### src/rtl/track_lock_ctrl.sv
// track_lock_ctrl
//   Frame-rate tracking controller for the red-object detector. At each
//   frame boundary (rising edge of v_sync) it samples the detector's
//   per-frame result, qualifies it, steps a SEARCH/ACQUIRE/LOCK/COAST state
//   machine, and maintains a smoothed target position. It also drives the
//   detector's filter_on input, changing it only at frame boundaries.
//
// Ports
//   VGA_clock    in   pixel clock (only clock)
//   reset        in   synchronous, active-high reset
//   v_sync       in   frame sync, low during vertical blank
//   horz_line    in   [8:0] object row from the detector
//   vert_line    in   [9:0] object centre column from the detector
//   streak_len   in   [9:0] longest red streak in the frame
//   filter_req   in   user filter enable
//   auto_filter  in   force filter on while not tracking
//   filter_on    out  filter enable to the detector
//   target_x     out  [9:0] smoothed column
//   target_y     out  [8:0] smoothed row
//   target_valid out  one-cycle pulse on a locked position update
//   lock         out  state is LOCK
//   lost         out  state is SEARCH
//   trk_state    out  [1:0] SEARCH=0 ACQUIRE=1 LOCK=2 COAST=3
module track_lock_ctrl #(
  parameter int MIN_LEN      = 8,
  parameter int MAX_JUMP     = 32,
  parameter int ACQ_FRAMES   = 3,
  parameter int COAST_FRAMES = 4,
  parameter int SMOOTH_SHIFT = 1
) (
  input  logic       VGA_clock,
  input  logic       reset,
  input  logic       v_sync,
  input  logic [8:0] horz_line,
  input  logic [9:0] vert_line,
  input  logic [9:0] streak_len,
  input  logic       filter_req,
  input  logic       auto_filter,
  output logic       filter_on,
  output logic [9:0] target_x,
  output logic [8:0] target_y,
  output logic       target_valid,
  output logic       lock,
  output logic       lost,
  output logic [1:0] trk_state
);

  localparam int CNT_MAX = (ACQ_FRAMES > COAST_FRAMES) ? ACQ_FRAMES : COAST_FRAMES;
  localparam int CNT_W_RAW = $clog2(CNT_MAX + 1);
  localparam int CNT_W = (CNT_W_RAW < 3) ? 3 : CNT_W_RAW;

  localparam logic [10:0]      MIN_LEN_L  = 11'(MIN_LEN);
  localparam logic [10:0]      MAX_JUMP_L = 11'(MAX_JUMP);
  localparam logic [CNT_W-1:0] ACQ_L      = CNT_W'(ACQ_FRAMES);
  localparam logic [CNT_W-1:0] COAST_L    = CNT_W'(COAST_FRAMES);
  localparam logic [9:0]       TX_RST     = 10'd320;
  localparam logic [8:0]       TY_RST     = 9'd240;

  typedef enum logic [1:0] {
    S_SEARCH  = 2'd0,
    S_ACQUIRE = 2'd1,
    S_LOCK    = 2'd2,
    S_COAST   = 2'd3
  } state_t;

  state_t           r_state;
  logic             r_vs_d;
  logic             r_skip;
  logic [CNT_W-1:0] r_hit_cnt;
  logic [CNT_W-1:0] r_miss_cnt;

  logic                w_boundary;
  logic                w_hit;
  logic                w_consistent;
  logic signed [10:0]  w_dx_s;
  logic signed [10:0]  w_dy_s;
  logic [10:0]         w_dx_abs;
  logic [10:0]         w_dy_abs;
  logic [9:0]          w_sx;
  logic [8:0]          w_sy;
  logic [CNT_W-1:0]    w_hit_inc;
  logic [CNT_W-1:0]    w_miss_inc;

  state_t           w_state_nx;
  logic [9:0]       w_tx_nx;
  logic [8:0]       w_ty_nx;
  logic [CNT_W-1:0] w_hit_nx;
  logic [CNT_W-1:0] w_miss_nx;
  logic             w_tv_nx;
  logic             w_filter_nx;

  assign w_boundary = v_sync & ~r_vs_d;

  // Measurement qualification against the current target.
  assign w_hit    = ({1'b0, streak_len} >= MIN_LEN_L);
  assign w_dx_s   = $signed({1'b0, vert_line}) - $signed({1'b0, target_x});
  assign w_dy_s   = $signed({2'b00, horz_line}) - $signed({2'b00, target_y});
  assign w_dx_abs = w_dx_s[10] ? 11'(-w_dx_s) : 11'(w_dx_s);
  assign w_dy_abs = w_dy_s[10] ? 11'(-w_dy_s) : 11'(w_dy_s);
  assign w_consistent = w_hit && (w_dx_abs <= MAX_JUMP_L) && (w_dy_abs <= MAX_JUMP_L);

  // Exponential smoothing; the arithmetic shift keeps the result between
  // old and meas, so truncation to the output width is lossless.
  assign w_sx = 10'($signed({1'b0, target_x}) + (w_dx_s >>> SMOOTH_SHIFT));
  assign w_sy = 9'($signed({2'b00, target_y}) + (w_dy_s >>> SMOOTH_SHIFT));

  // Saturating increments so a counter can never wrap back to zero.
  assign w_hit_inc  = (r_hit_cnt  == '1) ? r_hit_cnt  : r_hit_cnt  + 1'b1;
  assign w_miss_inc = (r_miss_cnt == '1) ? r_miss_cnt : r_miss_cnt + 1'b1;

  always_comb begin
    w_state_nx = r_state;
    w_tx_nx    = target_x;
    w_ty_nx    = target_y;
    w_hit_nx   = r_hit_cnt;
    w_miss_nx  = r_miss_cnt;
    w_tv_nx    = 1'b0;
    case (r_state)
      S_SEARCH: begin
        if (w_hit) begin
          w_tx_nx    = vert_line;
          w_ty_nx    = horz_line;
          w_hit_nx   = CNT_W'(1);
          w_state_nx = S_ACQUIRE;
        end
      end
      S_ACQUIRE: begin
        if (w_consistent) begin
          w_tx_nx = w_sx;
          w_ty_nx = w_sy;
          if (w_hit_inc == ACQ_L) begin
            w_state_nx = S_LOCK;
            w_hit_nx   = '0;
          end else begin
            w_hit_nx = w_hit_inc;
          end
        end else begin
          w_state_nx = S_SEARCH;
          w_tx_nx    = TX_RST;
          w_ty_nx    = TY_RST;
          w_hit_nx   = '0;
        end
      end
      S_LOCK: begin
        if (w_consistent) begin
          w_tx_nx   = w_sx;
          w_ty_nx   = w_sy;
          w_miss_nx = '0;
          w_tv_nx   = 1'b1;
        end else begin
          w_state_nx = S_COAST;
          w_miss_nx  = CNT_W'(1);
        end
      end
      S_COAST: begin
        if (w_consistent) begin
          w_tx_nx    = w_sx;
          w_ty_nx    = w_sy;
          w_state_nx = S_LOCK;
          w_miss_nx  = '0;
          w_tv_nx    = 1'b1;
        end else if (w_miss_inc == COAST_L) begin
          w_state_nx = S_SEARCH;
          w_tx_nx    = TX_RST;
          w_ty_nx    = TY_RST;
          w_miss_nx  = '0;
        end else begin
          w_miss_nx = w_miss_inc;
        end
      end
      default: ;
    endcase
    // Filter mode follows the state being entered, not the one being left.
    w_filter_nx = (auto_filter && (w_state_nx == S_SEARCH || w_state_nx == S_ACQUIRE))
                  ? 1'b1 : filter_req;
  end

  always_ff @(posedge VGA_clock) begin
    if (reset) begin
      r_state      <= S_SEARCH;
      target_x     <= TX_RST;
      target_y     <= TY_RST;
      target_valid <= 1'b0;
      filter_on    <= 1'b1;
      r_hit_cnt    <= '0;
      r_miss_cnt   <= '0;
      r_vs_d       <= 1'b1;
      r_skip       <= 1'b1;
    end else begin
      r_vs_d       <= v_sync;
      target_valid <= 1'b0;
      if (w_boundary) begin
        // The first boundary after reset closes a partial frame whose
        // detector result is meaningless, so it only arms normal operation.
        if (r_skip) begin
          r_skip <= 1'b0;
        end else begin
          r_state      <= w_state_nx;
          target_x     <= w_tx_nx;
          target_y     <= w_ty_nx;
          r_hit_cnt    <= w_hit_nx;
          r_miss_cnt   <= w_miss_nx;
          target_valid <= w_tv_nx;
          filter_on    <= w_filter_nx;
        end
      end
    end
  end

  assign trk_state = r_state;
  assign lock      = (r_state == S_LOCK);
  assign lost      = (r_state == S_SEARCH);

endmodule

### config.mk
export PLATFORM = sky130hd
export DESIGN_NAME = track_lock_ctrl
export DESIGN_NICKNAME = d
export VERILOG_FILES = /design/src/rtl/track_lock_ctrl.sv
export SDC_FILE = /design/constraint.sdc
export NUM_CORES = 1
export LEC_CHECK = 0
export CAP_MARGIN = 10
export CORE_ASPECT_RATIO = 0.9
export CORE_MARGIN = 3
export CORE_UTILIZATION = 60
export CTS_CLUSTER_SIZE = 16
export DETAILED_ROUTE_END_ITERATION = 7
export PLACE_DENSITY = 0.88
export SLEW_MARGIN = 20
export SYNTH_ARGS = -nofsm -noshare
export SYNTH_HDL_FRONTEND = slang
export SYNTH_SLANG_ARGS = --single-unit
### constraint.sdc
create_clock -name VGA_clock -period 12.8 [get_ports VGA_clock]
set_input_delay 3.84 -clock VGA_clock [delete_from_list [all_inputs] [get_ports VGA_clock]]
set_output_delay 3.84 -clock VGA_clock [all_outputs]
set_load 0.05 [all_outputs]
; ---- Word level (Yosys, flattened, before mapping)
; Index checks and enable logic that the tools add are counted.
[totals]
word_cells = 83
register_bits = 31
[op_classes]
n_mux = 33
n_reduce_logical = 14
n_addsub = 8
n_eq_ne = 11
order_cmp = 3
bitwise_logic = 5
[op_table]
columns = op, count
row1 = 10-bit 2-to-1 mux, 5
row2 = 9-bit 2-to-1 mux, 5
row3 = 10-bit case mux with 4 select lines, 1
row4 = 9-bit case mux with 4 select lines, 1
row5 = 11-bit by 6-bit <= comparator with 1-bit output (second input constant), 2
row6 = 11-bit 2-to-1 mux, 2
row7 = 3-bit 2-to-1 mux, 7
row8 = 2-bit 2-to-1 mux, 6
row9 = 3-bit case mux with 2 select lines, 2
row10 = 10-bit negator with 11-bit output, 1
row11 = 11-bit negator, 1
row12 = 10-bit by 10-bit subtractor with 11-bit output, 1
row13 = 10-bit adder, 1
row14 = 10-bit by 4-bit >= comparator with 1-bit output (second input constant), 1
row15 = 9-bit by 9-bit subtractor with 10-bit output, 1
row16 = 9-bit adder, 1
row17 = 3-bit == test (second input constant), 3
row18 = 2-bit case mux with 4 select lines, 1
row19 = 3-bit by 1-bit adder with 3-bit output (second input constant), 2
row20 = 5-bit AND reduction, 1
row21 = 2-bit by 1-bit == test with 1-bit output (second input constant), 2
row22 = 2-bit == test (second input constant), 2
row23 = 2-bit zero test, 2
row24 = 2-bit by 1-bit != test with 1-bit output (second input constant), 2
row25 = 13 further kinds, 21

; ---- Longest topological paths before layout
[depth]
ltp_word = 12
ltp_mapped = 18
mapped_depth_nobuf = 18

; ---- Worst setup path after synthesis
; No wires, ideal clock.
[synth_timing]
kind = in2reg
startpoint = in vert_line[0]
endpoint = reg target_x[0]
path_stages = 16
setup_time_ps = 134
required_ps = 12666
setup_slack_ps = 5925
arrival_time_ps = 6742
n_path_buf = 1
cell_sequence = inv_1 ha_1 inv_1 fa_1 a21o_4 a21oi_4 xor2_2 inv_2 nor4_4 a41o_1 a31oi_2 nor4_4 a21oi_2 buf_2 a311oi_1 nor3_1
[synth_between]
elab_chain_len = 8
word_cells_on_any_way = 15
cone_classes = 3 x add/sub / 1 x order compare / 2 x eq/ne / 6 x mux / 3 x reduce/logical
[synth_rtl]
columns = element, line
row1 = from (decl), 35  ; input logic [9:0] vert_line,
row2 = 10-bit by 10-bit subtractor with 11-bit output, 96  ; assign w_dx_s = $signed({1'b0, vert_line}) - $signed({1'b0, target_x});
row3 = 11-bit negator, 98  ; assign w_dx_abs = w_dx_s[10] ? 11'(-w_dx_s) : 11'(w_dx_s);
row4 = 11-bit 2-to-1 mux, 98
row5 = 11-bit by 6-bit <= comparator with 1-bit output, 100  ; assign w_consistent = w_hit && (w_dx_abs <= MAX_JUMP_L) && (w_dy_abs <= MAX_JUMP_L);
row6 = 1-bit logical AND (2 in series), 100
row7 = 3-bit != test (no line) (tied with other cells), n/a
row8 = 5-bit AND reduction (no line) or 10-bit case mux with 4 select lines (tied branches), n/a
row9 = to (signal assigned), 199  ; target_x <= w_tx_nx;
row10 = to (decl), 40  ; output logic [9:0] target_x,
; Several ways; a longest one is shown, not always the timed one. The select of a mux whose other input is x is not followed.
; A chain may end at the register's enable or synchronous reset.

; ---- Final worst setup path
[layout_timing]
startpoint = in vert_line[0]
endpoint = reg target_x[3]
[layout_between]
elab_chain_len = 8
word_cells_on_any_way = 14
cone_classes = 3 x add/sub / 1 x order compare / 2 x eq/ne / 5 x mux / 3 x reduce/logical
[layout_rtl]
columns = element, line
row1 = 10-bit by 10-bit subtractor with 11-bit output (*), 96
row2 = 11-bit negator, 98
row3 = 11-bit 2-to-1 mux, 98
row4 = 11-bit by 6-bit <= comparator with 1-bit output, 100
row5 = 1-bit logical AND (2 in series), 100
row6 = 3-bit != test (no line) (tied with other cells), n/a
row7 = 5-bit AND reduction (no line) or 10-bit case mux with 4 select lines (tied branches), n/a
; Every way passes the cells marked *; elsewhere a longest branch is shown, timed or not. The select of a mux whose other input is x is not followed.

==> run_results.csv <==
group,metric,value,unit
placed_design,finalWeightedCongestion,0.878,
final_layout,final_core_util,0.747,
timing,min_period_over_period,0.597,
critical_path,crit_path_end_kind,"register",
timing,clock.fmax,131,MHz
timing,relSlewSlack,0.237,
clock_tree,path_clk_slew,70,ps
power_and_ir_drop,p_comb_frac,0.390,
min_path,holdPathStages,2,
floorplan,initial_core_util,0.642,
yosys,seq_area_frac_synth,0.165,
power_and_ir_drop,internal_power,0.189,mW
timing,finalSetupViolCount,0,
floorplan,rows,26,
timing,worst_slew_pin_slew,1140,ps
global_route,grt_max_degree,36,
global_route,grt_pass1_vias,3716,
clock_tree,post_cts_resized,0,
critical_path,worstSetupPathType,"in2reg",
placed_design,pre_cts_slack,4920,ps
clock_tree,clock_latency,290,ps
yosys,synthArstFlopShare,0,
timing,slew_viol_final,0,
routing,drcViolationCount,0,
routing,drtAntennaViolNets,0,
power_and_ir_drop,swShare,0.357,
critical_path,cp.arrival,7820,ps
routing,detail_route.wl_per_cell,16.9,um
yosys,synth-seq-cells,31,
global_route,antenna_found_initial,0,
clock_tree,cts_hold_buf,0,
final_layout,final_cells,598,
placed_design,numPortBuffers,55,
routing,first_iter_violations,303,
power_and_ir_drop,p_per_area,67.2,nW/um2
placed_design,dp.cells,591,
yosys,synth-edff-count,0,
clock_tree,htreeDepth,2,
power_and_ir_drop,power_switching,0.105,mW
power_and_ir_drop,power,0.294,mW
clock_tree,cts_tree,"yes",
critical_path,cp.required,12980,ps
clock_tree,clockBufferDepth,2,
yosys,syn_area_per_cell,7.81,um2
timing,setup_ws,5160,ps
yosys,syn_area,3760,um2
min_path,hp-class,"reg2reg",
timing,finalSetupTns,0,ps
placed_design,hpwl,7.61,mm
clock_tree,cts_setup_buffers,0,
final_layout,diodes,0,
timing,fin_crit,7640,ps
floorplan,coreArea,5860,um2
power_and_ir_drop,pwr-share-seq,0.336,
global_route,grt_usage,0.282,
floorplan,dieWidth,89.4,um
global_route,overflow,0,
routing,dr.pass1.iters,7,
global_route,grt_first_pass_wirelength,16.3,mm
floorplan,die-area,7250,um2
clock_tree,ctsRootBufferMaster,"clkbuf_8",
floorplan,die_y,81.1,um
critical_path,critPathLaunchType,"input pin",
routing,postRouteWirelength,10.1,mm
yosys,syn_inst,481,
clock_tree,cts_buffers,5,
yosys,synth_nets,557,
yosys,ys_warn_count,0,
final_layout,fin_nets,604,
final_layout,layout-drive-gt1-share,0.0682,
timing,final-hold-violation-count,0,
outcome,status,"finished clean",
routing,num_vias,3876,
clock_tree,clock_sinks,31,
timing,fin_skew,6.22,ps
floorplan,io_pins,59,
flow_run,maxCapViolations,0,
power_and_ir_drop,ir_drop,0.0000540,V
power_and_ir_drop,clock_power_share,0.274,
critical_path,reg2reg_depth,14,
routing,viasPerCell,6.48,
power_and_ir_drop,power_leakage,1.76,nW
critical_path,crit_fanout,18,
timing,rsz0062_at_grt,"false",
yosys,yosys_most_used_dff,"dfxtp_1",
yosys,synth_cell_types,77,
final_layout,syn_to_final_growth,16.4,%
==> Yosys cell counts (4+ instances only) <==
library cell / n / area, um2
a211o_1: 4 / 35.0
a211oi_1: 15 / 113
a211oi_2: 4 / 50.1
a21o_1: 12 / 90.1
a21oi_1: 30 / 150
a22oi_1: 5 / 37.5
a311oi_1: 11 / 96.3
and3_1: 4 / 25.0
clkbuf_1: 10 / 37.5
dfxtp_1: 31 / 621
fa_1: 4 / 80.1
ha_1: 38 / 475
inv_1: 45 / 169
mux2i_1: 12 / 120
nand2_1: 40 / 150
nand2b_1: 6 / 37.5
nand3_1: 6 / 30.0
nand4_1: 5 / 31.3
nor2_1: 47 / 176
nor3_1: 7 / 35.0
o2111ai_1: 4 / 35.0
o211ai_1: 5 / 37.5
o21a_1: 4 / 30.0
o21ai_0: 25 / 125
o21bai_1: 5 / 37.5
or2_2: 4 / 25.0
xnor2_1: 15 / 131
xor2_1: 10 / 87.6
==> critical path, stage by stage <==
cell	delay, ps
clkdlybuf4s50_1	430
inv_1	70
ha_1	160
inv_1	60
fa_1	400
a21o_4	250
a21oi_4	160
xor2_2	180
inv_2	90
nor4_4	360
mux2i_1	290
o32ai_2	100
and3_1	220
a21oi_2	830
a311oi_1	120
a211oi_1	270
==> layer usage <==
layer,vias to the layer above,global-route usage,wire (um)
li1,1860,-,-
met5,-,0,0
met1,1826,0.377,4520
met2,167,0.467,4710
met3,23,0.0426,716
met4,0,0.0878,167
==> final timing paths <==
check	end	start	slack, ps
hold reg to reg	r_skip$_SDFFE_PP1P_	r_skip$_SDFFE_PP1P_	460
setup / recovery	target_x[3]$_SDFFE_PP0P_	vert_line[0]	5160
hold / removal	r_skip$_SDFFE_PP1P_	r_skip$_SDFFE_PP1P_	460
setup reg to reg	target_x[3]$_SDFFE_PP0P_	target_x[0]$_SDFFE_PP0P_	8780
==> state kept, by name, summed over array words and instances, names as in the netlist <==
signal        count
target_valid      1
target_x         10
trk_state         2
r_skip            1
r_hit_cnt         3
target_y          9
r_vs_d            1
r_miss_cnt        3
filter_on         1
==> per-stage QoR <==
stage                     instance area (um2)  hold WS [ps]
final                                    4370           456
after global routing                     4370           483
after CTS                                4370           459
after detailed placement                 4290           450
after global placement                   4290           441
after floorplan                          3760           431
==> cells by family after synthesis <==
logic type,share of synthesized area
fa+ha+maj,0.148
xor+xnor,0.0626
simple gates,0.192
flops,0.165
compound gates,0.320
mux,0.0320
buf+inv,0.0799
==> final cells by class <==
| cell class | count | area [um2] |
|---|---|---|
| clock buffers | 6 | 82.6 |
| clock inverters | 1 | 5.00 |
| fillers | 464 | 1480 |
| inverters | 47 | 176 |
| multi-input cells | 386 | 2840 |
| flip-flops and latches | 31 | 621 |
| well taps | 70 | 87.6 |
| repair buffers | 57 | 566 |
==> cell usage in the layout (no fill, tap or decap), types with 10 or more instances in the layout <==
master,Yosys,layout
a211oi_1,15,15
a21o_1,12,12
a21oi_1,30,30
a311oi_1,11,11
clkdlybuf4s50_1,0,55
dfxtp_1,31,31
ha_1,38,38
inv_1,45,45
mux2i_1,12,12
nand2_1,40,40
nor2_1,47,47
o21ai_0,25,25
xnor2_1,15,15
xor2_1,10,10
==> power by group through the flow <==
stage,Combinational [mW],Clock (mW),Sequential (mW)
finish,0.115,0.0804,0.0987
global route,0.125,0.0849,0.0988
CTS,0.113,0.0809,0.0987
detailed placement,0.112,0,0.101
global placement,0.108,0,0.101
floorplan,0.0818,0,0.103
(Power assumes the default switching activity.)
